`src/rtl/usb_hub_tx_scheduler_pkg.sv`:
```
// Shared types and helpers for the hub transmit scheduler and its round-robin arbiter.
package usb_hub_tx_scheduler_pkg;

  localparam int unsigned USB_SCHED_STATE_WIDTH = 3;

  typedef enum logic [USB_SCHED_STATE_WIDTH-1:0] {
    SCHED_IDLE      = 3'd0,
    SCHED_ARB       = 3'd1,
    SCHED_START     = 3'd2,
    SCHED_DRIVE     = 3'd3,
    SCHED_WAIT_RESP = 3'd4,
    SCHED_RECV      = 3'd5,
    SCHED_DONE      = 3'd6
  } sched_state_t;

  // Counter width able to hold n-1, never narrower than one bit.
  function automatic int unsigned cnt_width(input int unsigned n);
    return (n <= 2) ? 1 : $clog2(n);
  endfunction

endpackage

```
`src/rtl/usb_hub_tx_scheduler_rr_arbiter.sv`:
```
// Combinational round-robin pick: first requesting port after last_grant, with wrap-around.
module usb_rr_arbiter
  import usb_hub_tx_scheduler_pkg::*;
#(
  parameter int unsigned NUM_PORTS = 4,
  localparam int unsigned IDX_W    = cnt_width(NUM_PORTS)
) (
  input  logic [NUM_PORTS-1:0] req,
  input  logic [IDX_W-1:0]     last_grant,
  output logic [NUM_PORTS-1:0] grant
);

  int unsigned w_idx;
  logic        w_found;

  always_comb begin
    grant   = '0;
    w_found = 1'b0;
    w_idx   = 0;
    for (int unsigned k = 1; k <= NUM_PORTS; k++) begin
      w_idx = (32'(last_grant) + k) % NUM_PORTS;
      if (!w_found && ((req & (NUM_PORTS'(1) << w_idx)) != '0)) begin
        grant   = NUM_PORTS'(1) << w_idx;
        w_found = 1'b1;
      end
    end
  end

endmodule

```
`src/rtl/usb_hub_tx_scheduler.sv`:
```
// Hub transceiver scheduler: arbitrates ports against a periodic poll slot and tracks
// each transaction through drive, response wait and receive.
module usb_hub_tx_scheduler
  import usb_hub_tx_scheduler_pkg::*;
#(
  parameter int unsigned NUM_PORTS    = 4,
  parameter int unsigned POLL_PERIOD  = 1000,
  parameter int unsigned RESP_TIMEOUT = 64
) (
  input  logic                 clock,
  input  logic                 reset,
  input  logic [NUM_PORTS-1:0] port_req,
  output logic [NUM_PORTS-1:0] port_grant,
  output logic                 port_done,
  output logic                 port_timeout,
  output logic                 poll_start,
  output logic                 data_start,
  input  logic                 tr_driving,
  input  logic                 rx_val,
  output logic                 busy
);

  localparam int unsigned IDX_W  = cnt_width(NUM_PORTS);
  localparam int unsigned POLL_W = cnt_width(POLL_PERIOD);
  localparam int unsigned TO_W   = cnt_width(RESP_TIMEOUT);
  localparam logic [POLL_W-1:0] POLL_RELOAD = POLL_W'(POLL_PERIOD - 1);
  localparam logic [TO_W-1:0]   TO_RELOAD   = TO_W'(RESP_TIMEOUT - 1);
  localparam logic [IDX_W-1:0]  LAST_RESET  = IDX_W'(NUM_PORTS - 1);

  sched_state_t         r_state;
  logic [NUM_PORTS-1:0] r_grant;
  logic [IDX_W-1:0]     r_last_grant;
  logic [POLL_W-1:0]    r_poll_cnt;
  logic                 r_poll_pending;
  logic [TO_W-1:0]      r_to_cnt;
  logic                 r_quiet;
  logic                 r_poll_start;
  logic                 r_data_start;
  logic                 r_done;
  logic                 r_timeout;

  logic                 w_poll_zero;
  logic                 w_poll_take;
  logic [NUM_PORTS-1:0] w_arb_grant;
  logic [IDX_W-1:0]     w_arb_idx;

  usb_rr_arbiter #(
    .NUM_PORTS (NUM_PORTS)
  ) u_arb (
    .req        (port_req),
    .last_grant (r_last_grant),
    .grant      (w_arb_grant)
  );

  always_comb begin
    w_arb_idx = '0;
    for (int unsigned i = 0; i < NUM_PORTS; i++) begin
      if (w_arb_grant[i]) w_arb_idx = IDX_W'(i);
    end
  end

  // An expiry seen directly in IDLE is taken that same cycle without waiting for the latch.
  assign w_poll_zero = (r_poll_cnt == '0);
  assign w_poll_take = (r_state == SCHED_IDLE) && (r_poll_pending || w_poll_zero);

  always_ff @(posedge clock) begin
    if (reset) begin
      r_poll_cnt     <= POLL_RELOAD;
      r_poll_pending <= 1'b0;
    end else begin
      r_poll_cnt <= w_poll_zero ? POLL_RELOAD : r_poll_cnt - POLL_W'(1);
      if (w_poll_take)      r_poll_pending <= 1'b0;
      else if (w_poll_zero) r_poll_pending <= 1'b1;
    end
  end

  always_ff @(posedge clock) begin
    if (reset) begin
      r_state      <= SCHED_IDLE;
      r_grant      <= '0;
      r_last_grant <= LAST_RESET;
      r_to_cnt     <= '0;
      r_quiet      <= 1'b0;
      r_poll_start <= 1'b0;
      r_data_start <= 1'b0;
      r_done       <= 1'b0;
      r_timeout    <= 1'b0;
    end else begin
      r_poll_start <= 1'b0;
      r_data_start <= 1'b0;
      r_done       <= 1'b0;
      r_timeout    <= 1'b0;
      case (r_state)
        SCHED_IDLE: begin
          if (w_poll_take) begin
            r_state      <= SCHED_START;
            r_poll_start <= 1'b1;
            r_to_cnt     <= TO_RELOAD;
          end else if (|port_req) begin
            r_state <= SCHED_ARB;
          end
        end
        SCHED_ARB: begin
          // A request withdrawn before arbitration simply returns to IDLE.
          if (|w_arb_grant) begin
            r_state      <= SCHED_START;
            r_grant      <= w_arb_grant;
            r_last_grant <= w_arb_idx;
            r_data_start <= 1'b1;
            r_to_cnt     <= TO_RELOAD;
          end else begin
            r_state <= SCHED_IDLE;
          end
        end
        SCHED_START: begin
          if (tr_driving) begin
            r_state <= SCHED_DRIVE;
          end else if (r_to_cnt == '0) begin
            r_state   <= SCHED_DONE;
            r_done    <= |r_grant;
            r_timeout <= |r_grant;
          end else begin
            r_to_cnt <= r_to_cnt - TO_W'(1);
          end
        end
        SCHED_DRIVE: begin
          if (!tr_driving) begin
            r_state  <= SCHED_WAIT_RESP;
            r_to_cnt <= TO_RELOAD;
          end
        end
        SCHED_WAIT_RESP: begin
          if (rx_val) begin
            r_state <= SCHED_RECV;
            r_quiet <= 1'b0;
          end else if (r_to_cnt == '0) begin
            r_state   <= SCHED_DONE;
            r_done    <= |r_grant;
            r_timeout <= |r_grant;
          end else begin
            r_to_cnt <= r_to_cnt - TO_W'(1);
          end
        end
        SCHED_RECV: begin
          if (rx_val) begin
            r_quiet <= 1'b0;
          end else if (r_quiet) begin
            r_state <= SCHED_DONE;
            r_done  <= |r_grant;
          end else begin
            r_quiet <= 1'b1;
          end
        end
        SCHED_DONE: begin
          r_state <= SCHED_IDLE;
          r_grant <= '0;
        end
        default: r_state <= SCHED_IDLE;
      endcase
    end
  end

  assign port_grant   = r_grant;
  assign port_done    = r_done;
  assign port_timeout = r_timeout;
  assign poll_start   = r_poll_start;
  assign data_start   = r_data_start;
  assign busy         = (r_state != SCHED_IDLE);

endmodule

```
`config.mk`:
```
export PLATFORM = sky130hd
export DESIGN_NAME = usb_hub_tx_scheduler
export DESIGN_NICKNAME = d
export VERILOG_FILES = /design/src/rtl/usb_hub_tx_scheduler_pkg.sv /design/src/rtl/usb_hub_tx_scheduler_rr_arbiter.sv /design/src/rtl/usb_hub_tx_scheduler.sv
export SDC_FILE = /design/constraint.sdc
export NUM_CORES = 1
export LEC_CHECK = 0
export ABC_AREA = 1
export CAP_MARGIN = 20
export CELL_PAD_IN_SITES_DETAIL_PLACEMENT = 1
export CELL_PAD_IN_SITES_GLOBAL_PLACEMENT = 1
export CORE_ASPECT_RATIO = 1.75
export CORE_MARGIN = 5
export CORE_UTILIZATION = 46
export CTS_BUF_LIST = sky130_fd_sc_hd__clkbuf_4 sky130_fd_sc_hd__clkbuf_8
export CTS_CLUSTER_DIAMETER = 150
export DETAILED_ROUTE_END_ITERATION = 16
export GPL_TIMING_DRIVEN = 0
export PLACE_DENSITY = 0.9
export RECOVER_POWER = 25
export SLEW_MARGIN = 40
export SYNTH_ARGS = -nofsm -noshare
export SYNTH_HDL_FRONTEND = slang
export SYNTH_HIERARCHICAL = 1
export SYNTH_SLANG_ARGS = --single-unit
```
`constraint.sdc`:
```
create_clock -name clock -period 3.2 [get_ports clock]
set_clock_uncertainty 0.15 [all_clocks]
set_input_delay 0.64 -clock clock [delete_from_list [all_inputs] [get_ports clock]]
set_output_delay 0.64 -clock clock [all_outputs]
set_load 0.05 [all_outputs]
```
[After elaboration in Yosys (flattened, before gate mapping)]
Index checks and enable logic that the tools add are counted.
Widths: inputs -> output; s select.
Storage, ports and cells
  flip-flop bits (word level): 31
  bits in latches: 0
  bits in writable memories: 0
  bits in read-only memories: 0
  bits of input ports: 8
  output and inout port bits: 9
  memories kept: 0
Operators by class
  add/sub/neg operators: 6
  $mul: 0
  div/mod/pow operators: 0
  order comparisons: 0
  equal/unequal tests: 15
  shift operators: 4
  mux-type cells: 41
  bitwise operators: 6
  reductions and logical operators: 31
Operator list (count)
  $mux 6: 6
  $pmux 6 s5: 1
  $mux 3: 8
  $mux 4: 5
  $pmux 3 s6: 1
  $and 4x4->4: 4
  $ne 2x2->1 const B: 8
  $reduce_bool 4->1: 4
  $shl 1x2->4 const A: 4
  $mux 1: 13
  $reduce_or 4->1: 3
  $logic_not 10->1: 1
  $sub 10x1->10 const B: 1
  $eq 3x3->1 const B: 3
  $pmux 4 s2: 1
  $reduce_or 2->1: 4
  $eq 3x2->1 const B: 2
  $logic_not 6->1: 1
  $mux 2: 3
  $reduce_and 2->1: 3
  $reduce_and 6->1: 1
  $sub 6x1->6 const B: 1
  $reduce_bool 5->1: 1
  $add 2x1->2 const B: 2
  other kinds (13): 22

[Logic depth before layout (Yosys ltp)]
Gate-level depths: netlist (run 1).
  word-level depth: 17
  mapped depth: 17
  gate-level depth less buffers: 17

[Hierarchy]
Netlist (run 1), hierarchy kept.
By module, submodules not included
  usb_hub_tx_scheduler: times used 1, cells an instance 234, area an instance 1607.8 µm²
  usb_rr_arbiter: times used 1, cells an instance 69, area an instance 386.6 µm²

[Worst setup path before layout (run 1)]
Ideal clock, no wire load.
  kind: input -> register
  start point: input port_req[2]
  end point: register r_state[1]
  library setup time: 0.132 ns
  data arrival time: 1.825 ns
  data required time: 2.918 ns
  path slack: 1.093 ns
  stages on the path: 14
  cells stage by stage: nand3_1 -> nand2_1 -> nor2_1 -> nor2_4 -> nand3_1 -> nand3_1 -> nor2_1 -> nand3_1 -> nand2_1 -> nand2_1 -> nor2_1 -> nand2_1 -> nand3_1 -> a21oi_1
On the way
  longest elaborated chain between the ends: 15
Ends and longest elaborated chain
  start, declared: RTL line usb_hub_tx_scheduler.sv:12  | input logic [NUM_PORTS-1:0] port_req,
  $and 4x4->4: RTL line usb_hub_tx_scheduler_rr_arbiter.sv:22  | if (!w_found && ((req & (NUM_PORTS'(1) << w_idx)) != '0)) begin
  $reduce_bool 4->1: RTL line usb_hub_tx_scheduler_rr_arbiter.sv:22
  $mux 1: RTL line usb_hub_tx_scheduler_rr_arbiter.sv:22
  $logic_not 1->1: RTL line usb_hub_tx_scheduler_rr_arbiter.sv:22
  $logic_and 1x1->1: RTL line usb_hub_tx_scheduler_rr_arbiter.sv:22
  $mux 1: RTL line usb_hub_tx_scheduler_rr_arbiter.sv:22
  $logic_not 1->1: RTL line usb_hub_tx_scheduler_rr_arbiter.sv:22
  $logic_and 1x1->1: RTL line usb_hub_tx_scheduler_rr_arbiter.sv:22
  $mux 1: RTL line usb_hub_tx_scheduler_rr_arbiter.sv:22
  $logic_not 1->1: RTL line usb_hub_tx_scheduler_rr_arbiter.sv:22
  $logic_and 1x1->1: RTL line usb_hub_tx_scheduler_rr_arbiter.sv:22
  $mux 4 *: RTL line usb_hub_tx_scheduler_rr_arbiter.sv:22
  named net w_arb_grant[0]: RTL line usb_hub_tx_scheduler.sv:44  | logic [NUM_PORTS-1:0] w_arb_grant;
  $reduce_or 4->1 *: RTL line usb_hub_tx_scheduler.sv:105  | if (|w_arb_grant) begin
  $mux 2 *: RTL line usb_hub_tx_scheduler.sv:105
  $pmux 3 s6 *: RTL line usb_hub_tx_scheduler.sv:93  | case (r_state)
  end signal, assigned: RTL line usb_hub_tx_scheduler.sv:96  | r_state <= SCHED_START;
  end signal, assigned: RTL line usb_hub_tx_scheduler.sv:100  | r_state <= SCHED_ARB;
  end signal, assigned: RTL line usb_hub_tx_scheduler.sv:106  | r_state <= SCHED_START;
  end, declared: RTL line usb_hub_tx_scheduler.sv:30  | sched_state_t r_state;
Mark *: on every way through the listed nets, which the timed path passes. The rest lies on a longest branch.
A chain may end at the register's enable or synchronous reset.

[Worst setup path after layout (run 1)]
  start point: input port_req[1]
  end point: register r_state[1]
The elaborated chain is that of the path after synthesis.

==> results of run 1 <==
==> per-layer routing <==
metal | wire length [um] | track usage
met5 | 0 | 0
met4 | 119 | 0.0836
met3 | 93 | 0.0359
met2 | 3110 | 0.393
met1 | 1940 | 0.202
==> cells by family (layout without fill, tap and decap cells) <==
family          Yosys count  after routing
compound gates           25             25
xor+xnor                  6              6
fa+ha+maj                 4              4
buf+inv                  55             78
flops                    31             31
simple gates            182            182
==> power breakdown <==
group	total [mW]	switching (mW)	internal, mW
clock	0.316	0.146	0.169
sequential	0.542	0.0759	0.466
combinational	1.14	0.768	0.373
total	2.00	0.990	1.01
==> placed cells by master (no fill, tap or decap), types with 2 or more instances in the layout <==
cell             instances
nand2_1                 64
inv_1                   44
nand3_1                 42
nor2_1                  39
dfxtp_1                 31
clkdlybuf4s50_1         14
a21oi_1                 12
o21ai_0                  8
nand2_2                  8
nand3_2                  7
inv_2                    6
nand4_1                  6
xor2_1                   5
clkbuf_8                 5
ha_1                     4
nand2_4                  3
nor2_4                   3
nor2_2                   3
clkbuf_1                 2
nor3_1                   2
clkbuf_4                 2
buf_6                    2
==> through the flow <==
stage | instances | hold slack, ps
3_3_place_gp | 367 | 224
4_1_cts | 375 | 249
3_5_place_dp | 367 | 233
2_1_floorplan | 303 | 216
5_1_grt | 375 | 261
6_report | 375 | 243
==> final cells by class <==
type                            instances  share of cell area
Timing Repair Buffer                   15              0.0657
Sequential cell                        31               0.272
Tap cell                               49              0.0268
Clock buffer                            7              0.0367
Clock inverter                          1             0.00219
Buffer                                  4              0.0131
Inverter                               51              0.0860
Multi-Input combinational cell        217               0.498
==> state kept, by name (all words and copies together) (netlist names) <==
name,count
r_last_grant,2
data_start,1
port_timeout,1
poll_start,1
r_poll_cnt,10
r_quiet,1
port_done,1
port_grant,4
r_poll_pending,1
r_to_cnt,6
r_state,3
==> how the worst min path moves through the flow <==
stage / to / from / slack [ps] / cells after the start
after detailed placement: r_poll_cnt[0] / r_poll_cnt[0] / 230 / 1
after CTS: r_poll_cnt[0] / r_poll_cnt[0] / 250 / 1
after global routing: r_poll_cnt[0] / r_poll_cnt[0] / 260 / 1
after floorplan: r_poll_cnt[0] / r_poll_cnt[0] / 220 / 1
final: r_poll_cnt[0] / r_poll_cnt[0] / 240 / 1
after global placement: r_poll_cnt[0] / r_poll_cnt[0] / 220 / 1
==> flow_summary.json, run 1 <==
{
  "portBuffers": 15,
  "synth_ff_type": "dfxtp_1",
  "grt_antenna_before_repair": 0,
  "async_reset_ff_frac": 0,
  "hpwl_mm": 4.20,
  "diodes": 0,
  "syn_nets": 315,
  "synth_fa_ha_area_frac": 0.0251,
  "coreArea_mm2": 0.00419,
  "setup_ws_ps": 266,
  "avgSynthCellArea_um2": 6.58,
  "cts.sinks": 31,
  "worst_pin_slew_ps": 548,
  "dieArea_mm2": 0.00580,
  "drt_pre_antenna_iters": 4,
  "drc": 0,
  "rows": 31,
  "start_util": 0.476,
  "grt_setup_unrepaired": "no",
  "outcome": "completed",
  "ys_ff_latch": 31,
  "slew_violations": 0,
  "synth_edf_count": 0,
  "synthCells": 303,
  "drt_iter0_markers": 56,
  "cts_resized": 0,
  "nets": 337,
  "worstSetupPathType": "primary input to flop",
  "vias": 1972,
  "wl_mm": 5.26,
  "postPlaceCellArea_mm2": 0.00221,
  "utilization": 0.545,
  "numCtsBuffers": 5,
  "seqCellArea_um2": 621,
  "startpoint": "port_req[1]",
  "synth_top_family_by_area": "simple AND/OR/NAND/NOR gates",
  "peakVddDrop_v": 0.000518,
  "leakage_nw": 1.08,
  "cp_slowest_cell": "clkdlybuf4s50_1",
  "synth_top_area_frac": 0.311,
  "worst_skew_pair.late_latency_ps": 290,
  "multi_input_area_mm2": 0.00114,
  "fin_crit_ps": 2930,
  "yosysSeqAreaShare": 0.311,
  "cts.root.buffer_cell": "clkbuf_8",
  "die_h_um": 97.1,
  "clkTransAtPathRegs_ps": 60,
  "crit_family": "simple AND/OR/NAND/NOR gates",
  "grt_max_degree": 11,
  "grtUsageTotal": 0.206,
  "grt_pass1_vias": 2111,
  "critical_path.max_fanout": 10,
  "syn_to_final_growth_pct": 14.6,
  "relSlewSlack": 0.632,
  "synth_area_mm2": 0.00199,
  "h-tree-depth": 2,
  "slowest_delay_ps": 590,
  "drive_gt1_frac": 0.129,
  "critPathArrivalTime_ps": 2930,
  "worst-r2r-cell-count": 16,
  "overflow": 0,
  "synth_common_cells": "nand2_1, inv_1, nand3_1",
  "synth_area_leader_cell": "dfxtp_1",
  "drv_cap": 0,
  "synth_compound_area_frac": 0.0696,
  "r2r_start": "r_last_grant[1]",
  "grt_pass1_wl_mm": 9.40,
  "r2r_slack_ps": 480,
  "clock.fmax_mhz": 341,
  "critical_path.cell_chain": "clkdlybuf4s50_1, nand2_1, nand2_2, nor2_4, nand2_4, clkinv_4, nand3_1, nand3_1, nor2_1, nand3_1, nand2_1, nand2_1, nor2_1, nand2_1, nand3_1, a21oi_1",
  "worstSetupEndpointType": "flop",
  "cp_num_buf_inv": 2,
  "nFillCells": 587,
  "place_congestion": 0.839,
  "crit_required_ps": 3200,
  "hold_class": "flop to flop",
  "synthSimpleGateAreaFrac": 0.449,
  "finalSetupTns_ps": 0,
  "hold_viol_final": 0,
  "crit_end": "r_state[1]",
  "p_total_mw": 2.00,
  "synth-xor-area-share": 0.0263,
  "synthMuxAreaShare": 0,
  "rr_endpoint": "r_state[1]",
  "yosys-top-cells-area": "dfxtp_1, nand2_1, nand3_1, inv_1, nor2_1",
  "pwr_density_cell_mw_per_mm2": 875,
  "ys.warnings.count": 6,
  "vias_per_cell": 5.26,
  "worst_setup_path_start_kind": "primary input",
  "netlist-cell-type-count": 32,
  "yosysMostFrequentCell": "nand2_1",
  "final_area_mm2": 0.00228,
  "cp.depth": 16,
  "fp.dieW_um": 59.8,
  "clock_path_buffers": 2,
  "ioPinCount": 17,
  "setup_violations": 0,
  "period_share": 0.917,
  "post_cts_buffers": 0,
  "routedWlPerCell_um": 14.0,
  "postCtsHoldBufs": 0,
  "tritoncts": "yes",
  "drtAntennaViolNets": 0,
  "dp_slack_ps": 96.6
}
(Power assumes the default switching activity.)
==> run 2: changes to the inputs <==
--- a/config.mk
+++ b/config.mk
@@ -10,13 +10,12 @@
 export CELL_PAD_IN_SITES_DETAIL_PLACEMENT = 1
 export CELL_PAD_IN_SITES_GLOBAL_PLACEMENT = 1
 export CORE_ASPECT_RATIO = 1.75
-export CORE_MARGIN = 5
-export CORE_UTILIZATION = 46
-export CTS_BUF_LIST = sky130_fd_sc_hd__clkbuf_4 sky130_fd_sc_hd__clkbuf_8
+export CORE_UTILIZATION = 44
+export CTS_BUF_LIST = sky130_fd_sc_hd__clkbuf_8 sky130_fd_sc_hd__clkbuf_16
 export CTS_CLUSTER_DIAMETER = 150
 export DETAILED_ROUTE_END_ITERATION = 16
 export GPL_TIMING_DRIVEN = 0
-export PLACE_DENSITY = 0.9
+export PLACE_DENSITY = 0.86
 export RECOVER_POWER = 25
 export SLEW_MARGIN = 40
 export SYNTH_ARGS = -nofsm -noshare
==> flow_summary.json, run 2 (synthesis gave the netlist of run 1 again) <==
{
  "outcome": "completed",
  "drt_iter0_markers": 28,
  "worst-r2r-cell-count": 16,
  "nets": 337,
  "dieArea_mm2": 0.00482,
  "p_switching_mw": 0.996,
  "wl_mm": 5.25,
  "final_common_cell": "nand2_1",
  "leakage_nw": 1.09,
  "grtUsageTotal": 0.249,
  "vias": 1995,
  "pwr_density_cell_mw_per_mm2": 901,
  "cp_num_buf_inv": 3,
  "fin_crit_ps": 2870,
  "clock_path_buffers": 2,
  "drive_gt1_frac": 0.129,
  "die_h_um": 91.1,
  "cp.depth": 16,
  "grt_pass1_vias": 2079,
  "critical_path.cell_chain": "clkdlybuf4s50_1, nand2_1, nand2_2, nor2_4, nand2_4, clkinv_4, nand3_1, nand3_1, inv_1, nand3_1, nand2_1, nand2_1, nor2_1, nand2_1, nand3_1, a21oi_1",
  "clock.fmax_mhz": 348,
  "intPower_mw": 1.09,
  "postCtsHoldBufs": 0,
  "layout_common_cells": "nand2_1, inv_1, nand3_1, nor2_1, dfxtp_1",
  "grt_setup_unrepaired": "no",
  "hold_class": "flop to flop",
  "syn_to_final_growth_pct": 16.1,
  "comb_power_share": 0.548,
  "worstSetupEndpointType": "flop",
  "relSlewSlack": 0.648,
  "overflow": 0,
  "cts.root.buffer_cell": "clkbuf_8",
  "place_congestion": 0.810,
  "rows": 32,
  "slowest_delay_ps": 600,
  "diodes": 0,
  "grt_antenna_before_repair": 0,
  "clkTransAtPathRegs_ps": 70,
  "numCtsBuffers": 5,
  "worst_skew_pair.late_latency_ps": 290,
  "finalSetupTns_ps": 0,
  "hold_viol_final": 0,
  "cts.sinks": 31,
  "worst_pin_slew_ps": 524,
  "vias_per_cell": 5.29,
  "worst_setup_path_start_kind": "primary input",
  "regMostFlops": "r_poll_cnt",
  "critical_path.max_fanout": 10,
  "period_share": 0.898,
  "worstSetupPathType": "primary input to flop",
  "whs_path_depth": 1,
  "drtAntennaViolNets": 0,
  "coreArea_mm2": 0.00436,
  "clkPwrFrac": 0.193,
  "hpwl_mm": 4.04,
  "crit_required_ps": 3200,
  "power_frac_seq": 0.259,
  "largest_reg_flops": 10,
  "tritoncts": "yes",
  "dp_cells": 369,
  "drv_cap": 0,
  "final_cells": 377,
  "p_total_mw": 2.09,
  "ioPinCount": 17,
  "drt_pre_antenna_iters": 4,
  "peakVddDrop_v": 0.000466,
  "fp.dieW_um": 52.9,
  "routedWlPerCell_um": 13.9,
  "post_cts_buffers": 0,
  "portBuffers": 15,
  "holdWs_ps": 241,
  "sw_frac_of_total": 0.477,
  "slew_violations": 0,
  "critPathArrivalTime_ps": 2880,
  "cts_resized": 0,
  "drc": 0,
  "setup_violations": 0,
  "grt_max_degree": 11,
  "crit_family": "simple AND/OR/NAND/NOR gates",
  "cp_slowest_cell": "clkdlybuf4s50_1",
  "grt_pass1_wl_mm": 8.98,
  "start_util": 0.457,
  "h-tree-depth": 2
}
run 2: routing by layer:
metal	share of wire	vias up	GRT usage
li1	-	1004	-
met1	0.37	952	0.224
met2	0.58	26	0.489
met3	0.022	13	0.0385
met4	0.033	0	0.121
met5	0	-	0
run 2: final cells by class:
class | count | area, um2
Clock inverter | 2 | 35.0
Inverter | 51 | 196
Buffer | 4 | 30.0
Multi-Input combinational cell | 217 | 1140
Fill cell | 604 | 2050
Clock buffer | 6 | 82.6
Tap cell | 51 | 63.8
Sequential cell | 31 | 621
Timing Repair Buffer | 15 | 150
run 2: worst paths after layout:
path	startpoint	end	slack, ps
worst min-delay path	r_poll_cnt[0]	r_poll_cnt[0]	240
worst max-delay path	port_req[1]	r_state[1]	330
worst min register to register	r_poll_cnt[0]	r_poll_cnt[0]	240
worst max register to register	r_last_grant[1]	r_state[1]	550
run 2: stage by stage:
step | setup WS (ps) | area [um2] | utilization
3_5_place_dp | 77.1 | 2210 | 0.506
4_1_cts | 352 | 2330 | 0.533
3_3_place_gp | 143 | 2210 | 0.506
5_1_grt | 179 | 2320 | 0.531
2_1_floorplan | 1090 | 1990 | -
6_report | 327 | 2320 | 0.531
run 2: power by group through the flow:
stage / Clock [mW] / Sequential [mW] / Combinational [mW]
2_1_floorplan: 0 / 0.576 / 0.841
3_3_place_gp: 0 / 0.544 / 1.10
3_5_place_dp: 0 / 0.549 / 1.14
4_1_cts: 0.409 / 0.541 / 1.15
5_1_grt: 0.424 / 0.550 / 1.29
6_report: 0.403 / 0.540 / 1.14
